===== src/rtl/traffic_pkg.sv =====
// Shared types and constants for the four-way traffic-light controller:
// state encoding, one-hot lamp codes and default phase durations.
package traffic_pkg;

    typedef enum logic [3:0] {
        INIT      = 4'd0,
        NS_GREEN  = 4'd1,
        NS_YELLOW = 4'd2,
        ALL_RED1  = 4'd3,
        EW_GREEN  = 4'd4,
        EW_YELLOW = 4'd5,
        ALL_RED2  = 4'd6,
        WALK      = 4'd7
    } state_t;

    localparam logic [2:0] RED    = 3'b100;
    localparam logic [2:0] YELLOW = 3'b010;
    localparam logic [2:0] GREEN  = 3'b001;

    localparam logic [7:0] DEF_T_GREEN  = 8'd200;
    localparam logic [7:0] DEF_T_YELLOW = 8'd50;
    localparam logic [7:0] DEF_T_ALLRED = 8'd20;
    localparam logic [7:0] DEF_T_WALK   = 8'd150;

    typedef struct packed {
        logic [2:0] ns;
        logic [2:0] ew;
        logic       walk;
    } lamps_t;

    // Any light not named by the state shows red.
    function automatic lamps_t lamps_of(input state_t s);
        lamps_t l;
        l.ns   = RED;
        l.ew   = RED;
        l.walk = 1'b0;
        case (s)
            NS_GREEN:  l.ns   = GREEN;
            NS_YELLOW: l.ns   = YELLOW;
            EW_GREEN:  l.ew   = GREEN;
            EW_YELLOW: l.ew   = YELLOW;
            WALK:      l.walk = 1'b1;
            default:   ;
        endcase
        return l;
    endfunction

endpackage


===== src/rtl/traffic_light_ctrl.sv =====
// Four-way traffic-light sequencer driving an external delay counter,
// with an optional pedestrian WALK phase after either all-red clearance.
module traffic_light_ctrl
    import traffic_pkg::*;
#(
    parameter logic [7:0] T_GREEN  = DEF_T_GREEN,
    parameter logic [7:0] T_YELLOW = DEF_T_YELLOW,
    parameter logic [7:0] T_ALLRED = DEF_T_ALLRED,
    parameter logic [7:0] T_WALK   = DEF_T_WALK
) (
    input  logic       clk,
    input  logic       reset,
    input  logic       ped_req,
    input  logic       done,
    output logic       start,
    output logic       enable,
    output logic [7:0] delay,
    output logic [2:0] ns_light,
    output logic [2:0] ew_light,
    output logic       walk,
    output logic [3:0] state
);

    state_t     cur;
    state_t     nxt;
    state_t     walk_next;
    logic       ped_pending;
    logic       timed_done;
    logic [7:0] nxt_delay;
    lamps_t     lamps;

    // done may still be high from the previous interval while start is pulsing.
    always_comb begin
        timed_done = done && !start;
        nxt        = cur;
        nxt_delay  = '0;
        case (cur)
            INIT:      nxt = ALL_RED2;
            NS_GREEN:  if (timed_done) nxt = NS_YELLOW;
            NS_YELLOW: if (timed_done) nxt = ALL_RED1;
            ALL_RED1:  if (timed_done) nxt = ped_pending ? WALK : EW_GREEN;
            EW_GREEN:  if (timed_done) nxt = EW_YELLOW;
            EW_YELLOW: if (timed_done) nxt = ALL_RED2;
            ALL_RED2:  if (timed_done) nxt = ped_pending ? WALK : NS_GREEN;
            WALK:      if (timed_done) nxt = walk_next;
            default:   nxt = INIT;
        endcase
        case (nxt)
            NS_GREEN, EW_GREEN:   nxt_delay = T_GREEN;
            NS_YELLOW, EW_YELLOW: nxt_delay = T_YELLOW;
            ALL_RED1, ALL_RED2:   nxt_delay = T_ALLRED;
            WALK:                 nxt_delay = T_WALK;
            default:              nxt_delay = '0;
        endcase
    end

    always_ff @(posedge clk) begin
        if (reset) begin
            cur         <= INIT;
            start       <= 1'b0;
            enable      <= 1'b0;
            delay       <= '0;
            ped_pending <= 1'b0;
            walk_next   <= NS_GREEN;
            lamps       <= lamps_of(INIT);
        end else begin
            enable <= 1'b1;
            start  <= (nxt != cur);
            if (nxt != cur) begin
                cur   <= nxt;
                delay <= nxt_delay;
                lamps <= lamps_of(nxt);
            end
            // Entering WALK clears the request even if the button is still held.
            if (nxt == WALK && cur != WALK) begin
                walk_next   <= (cur == ALL_RED1) ? EW_GREEN : NS_GREEN;
                ped_pending <= 1'b0;
            end else if (ped_req && cur != WALK) begin
                ped_pending <= 1'b1;
            end
        end
    end

    assign state    = cur;
    assign ns_light = lamps.ns;
    assign ew_light = lamps.ew;
    assign walk     = lamps.walk;

endmodule


===== config.mk =====
export PLATFORM = sky130hd
export DESIGN_NAME = traffic_light_ctrl
export DESIGN_NICKNAME = d
export VERILOG_FILES = /design/src/rtl/traffic_pkg.sv /design/src/rtl/traffic_light_ctrl.sv
export SDC_FILE = /design/constraint.sdc
export NUM_CORES = 1
export LEC_CHECK = 0
export ABC_AREA = 0
export BUFFER_PORTS_ARGS = -buffer_cell sky130_fd_sc_hd__buf_2
export CAP_MARGIN = 10
export CORE_MARGIN = 2
export CORE_UTILIZATION = 45
export CTS_CLUSTER_SIZE = 40
export DETAILED_ROUTE_END_ITERATION = 8
export GPL_ROUTABILITY_DRIVEN = 1
export PLACE_DENSITY = 0.64
export SLEW_MARGIN = 20
export SYNTH_ARGS = -nofsm -noshare
export SYNTH_HDL_FRONTEND = slang
export SYNTH_SLANG_ARGS = --single-unit
export TNS_END_PERCENT = 1

===== constraint.sdc =====
create_clock -name clk -period 3.9 [get_ports clk]
set_input_delay 0.39 -clock clk [delete_from_list [all_inputs] [get_ports clk]]
set_output_delay 0.39 -clock clk [all_outputs]
set_load 0.05 [all_outputs]

==> reports/metrics.yaml <==
worst_setup_path:
  worstPathArrival_ns: 2.93
  worstSetupPathType: "flop to flop"
  rr_worst_depth: 6
  r2r_start: "state[0]$_SDFFE_PP0P_"
  worst-r2r-setup-slack_ns: 1.22
  endpoint_kind: "flop"
  rr_endpoint: "delay[7]$_SDFFE_PP0P_"
  critPathMaxFanout: 18
  worstPathRequired_ns: 4.15
  start_kind: "flop"
placement:
  port_buffers: 23
  dp_hpwl_um: 1894
  place_worst_setup_slack_ns: 1.194
  place_inst: 182
  gp_congestion: 0.9172
cts:
  htree_levels: 1
  cts.repair.resized: 0
  cts_buffers: 3
  post_cts_buffers: 0
  cts_hold_buffers: 0
  cts_root_buf: "clkbuf_4"
  cts_buffer_depth: 2
  cts.sinks: 22
  clk_pin_slew_ns: 0.12
  cts_tree: "done"
  clock_latency_ns: 0.31
layout:
  fin_cells: 186
  antennaDiodeCount: 0
  layout-drive-gt1-share_pct: 23.08
  nNetsFinal: 161
  area_delta_synth_final_pct: 8.920
  fin_util_pct: 51.95
  fillCellCount: 264
  regArea_um2: 440.4
  multi_input_area_um2: 650.6
synthesis:
  yosysWarnings: 0
  syn_inst: 141
  ys.flop_type: "dfxtp_1"
  synth_seq_area_share_pct: 36.94
  synth-edff-count: 0
  synth-seq-cells: 22
  synth_cell_types: 49
  async_flop_share_pct: 0
  avgSynthCellArea_um2: 8.457
  synth.cell_area_mm2: 0.001192
detailed_routing:
  ant_nets: 0
  finalWirelength_um: 2651
  drt_iter0_markers: 12
  num_vias: 1089
  vias_per_cell: 5.855
  drc: 0
  wl_per_cell_um: 14.25
  drt_first_pass_iters: 6
sta:
  worst_slew_pin_slew_ns: 0.9775
  fin_crit_ns: 2.681
  hold_violations: 0
  post-route-period-util_pct: 68.74
  setup_tns_ns: 0
  slew-limit-headroom_pct: 34.48
  slew_violations: 0
  finalSetupViolations: 0
  fmax_mhz: 373.0
  fin_ws_ns: 1.219
  hold_slack_ns: 0.3932
  fin_skew_ns: 0.0008114
  rsz0062_at_grt: "no"
grt:
  antenna_found_initial: 0
  grt_max_degree: 20
  grt_overflow: 0
  grt_pass1_vias: 1001
  track_usage_pct: 17.37
  grt_pass1_wl_um: 4388
min_path:
  min_from: "ped_req"
  min_path_cells: 3
  hold_end: "ped_pending$_SDFFE_PP0P_"
  holdCritPathClass: "input pin to flop"
power_and_ir_drop:
  p_per_area_mw_per_mm2: 394.2
  power_leakage_nw: 0.5042
  ir_worst_vdd_uv: 295.7
floorplan:
  die_x_um: 55.48
  fp.dieArea_mm2: 0.003077
  initial_core_util_pct: 47.70
  die_h_um: 55.48
  row_count: 18
  ios: 25
  core_mm2: 0.002500
run_status:
  run_status: "finished clean"
flow_run:
  cap_violations: 0
where the power goes:
group          leakage [nW]  switching [mW]  internal (mW)
combinational         0.302          0.0961         0.0366
clock                0.0210          0.0685         0.0571
sequential            0.181          0.0157          0.238
Yosys cell counts (all sizes together) (2+ instances only):
cell type	count	area, um2
inv	4	15.01
and2	2	12.51
o31ai	2	20.02
a21boi	3	33.78
a21oi	13	65.06
nor2b	2	12.51
o21ai	7	35.03
a31oi	2	12.51
nand2	9	33.78
nor4	5	31.28
dfxtp	22	440.4
o221ai	2	17.52
clkbuf	3	11.26
a41oi	2	25.03
nor3	8	45.04
buf	10	75.07
nand4	2	12.51
nor2	13	48.80
nand2b	5	31.28
mux2i	4	40.04
worst max-delay path, cell delays in order, from the launching register on:
cell	delay, ns
dfxtp_1	0.68
mux2i_1	0.20
a41oi_2	0.29
o211ai_2	0.19
nor3_2	0.84
a21boi_0	0.24
o21bai_1	0.18
cell families (layout without fill, tap and decap cells):
group / Yosys count / count (layout) / synth area share, %
AO/OA/AOI/OAI: 41 / 41 / 25.60
XOR/XNOR: 1 / 1 / 0.7347
buffers and inverters: 18 / 32 / 8.813
flip-flops: 22 / 22 / 36.94
multiplexers: 5 / 5 / 4.302
other: 1 / 2 / 0.3145
AND/OR/NAND/NOR: 53 / 53 / 23.30
layout by cell type (no fill, tap or decap), types with 3 or more instances in the layout:
cell and count:
buf_2 23, dfxtp_1 22, nor2_1 13, a21oi_1 13
nand2_1 9, nor3_1 7, nand2b_1 5, nor4_1 5
mux2i_1 4, o21ai_0 4, inv_1 3, o21ai_1 3
clkbuf_4 3
state kept, by name, indices dropped and copies added (netlist names):
name	count
ns_light	3
state	4
walk	1
walk_next	2
start	1
enable	1
ew_light	3
ped_pending	1
delay	6
metrics by stage:
step	power (mW)	cell area [um2]
after global placement	0.3893	1262
after global routing	0.5350	1299
after detailed placement	0.3914	1262
after floorplan	0.3688	1196
after CTS	0.5150	1299
final	0.5120	1299
cell type report:
cell class,count,share of cell area (%)
tap,30,2.890
multi-input combinational,102,50.10
sequential,22,33.91
clock buffer,4,2.794
inverter,5,1.445
timing repair buffer,23,8.863
how the worst max path moves through the flow:
stage | startpoint | endpoint | slack (ns) | cells past startpoint
floorplan | state[1]$_SDFFE_PP0P_ | ew_light[1]$_SDFFE_PP0P_ | 1.65 | 8
global placement | state[0]$_SDFFE_PP0P_ | ew_light[0]$_SDFFE_PP0P_ | 1.25 | 6
finish | state[0]$_SDFFE_PP0P_ | delay[7]$_SDFFE_PP0P_ | 1.22 | 6
global route | state[0]$_SDFFE_PP0P_ | delay[7]$_SDFFE_PP0P_ | 0.87 | 6
detailed placement | state[0]$_SDFFE_PP0P_ | delay[7]$_SDFFE_PP0P_ | 1.19 | 6
CTS | state[0]$_SDFFE_PP0P_ | delay[7]$_SDFFE_PP0P_ | 1.17 | 6
metal layers:
metal,GRT usage [%],routed length [um]
met4,6.272,41
met5,0,0
met1,21.97,1244
met2,30.10,1285
met3,2.108,80
(Power assumes the default switching activity.)
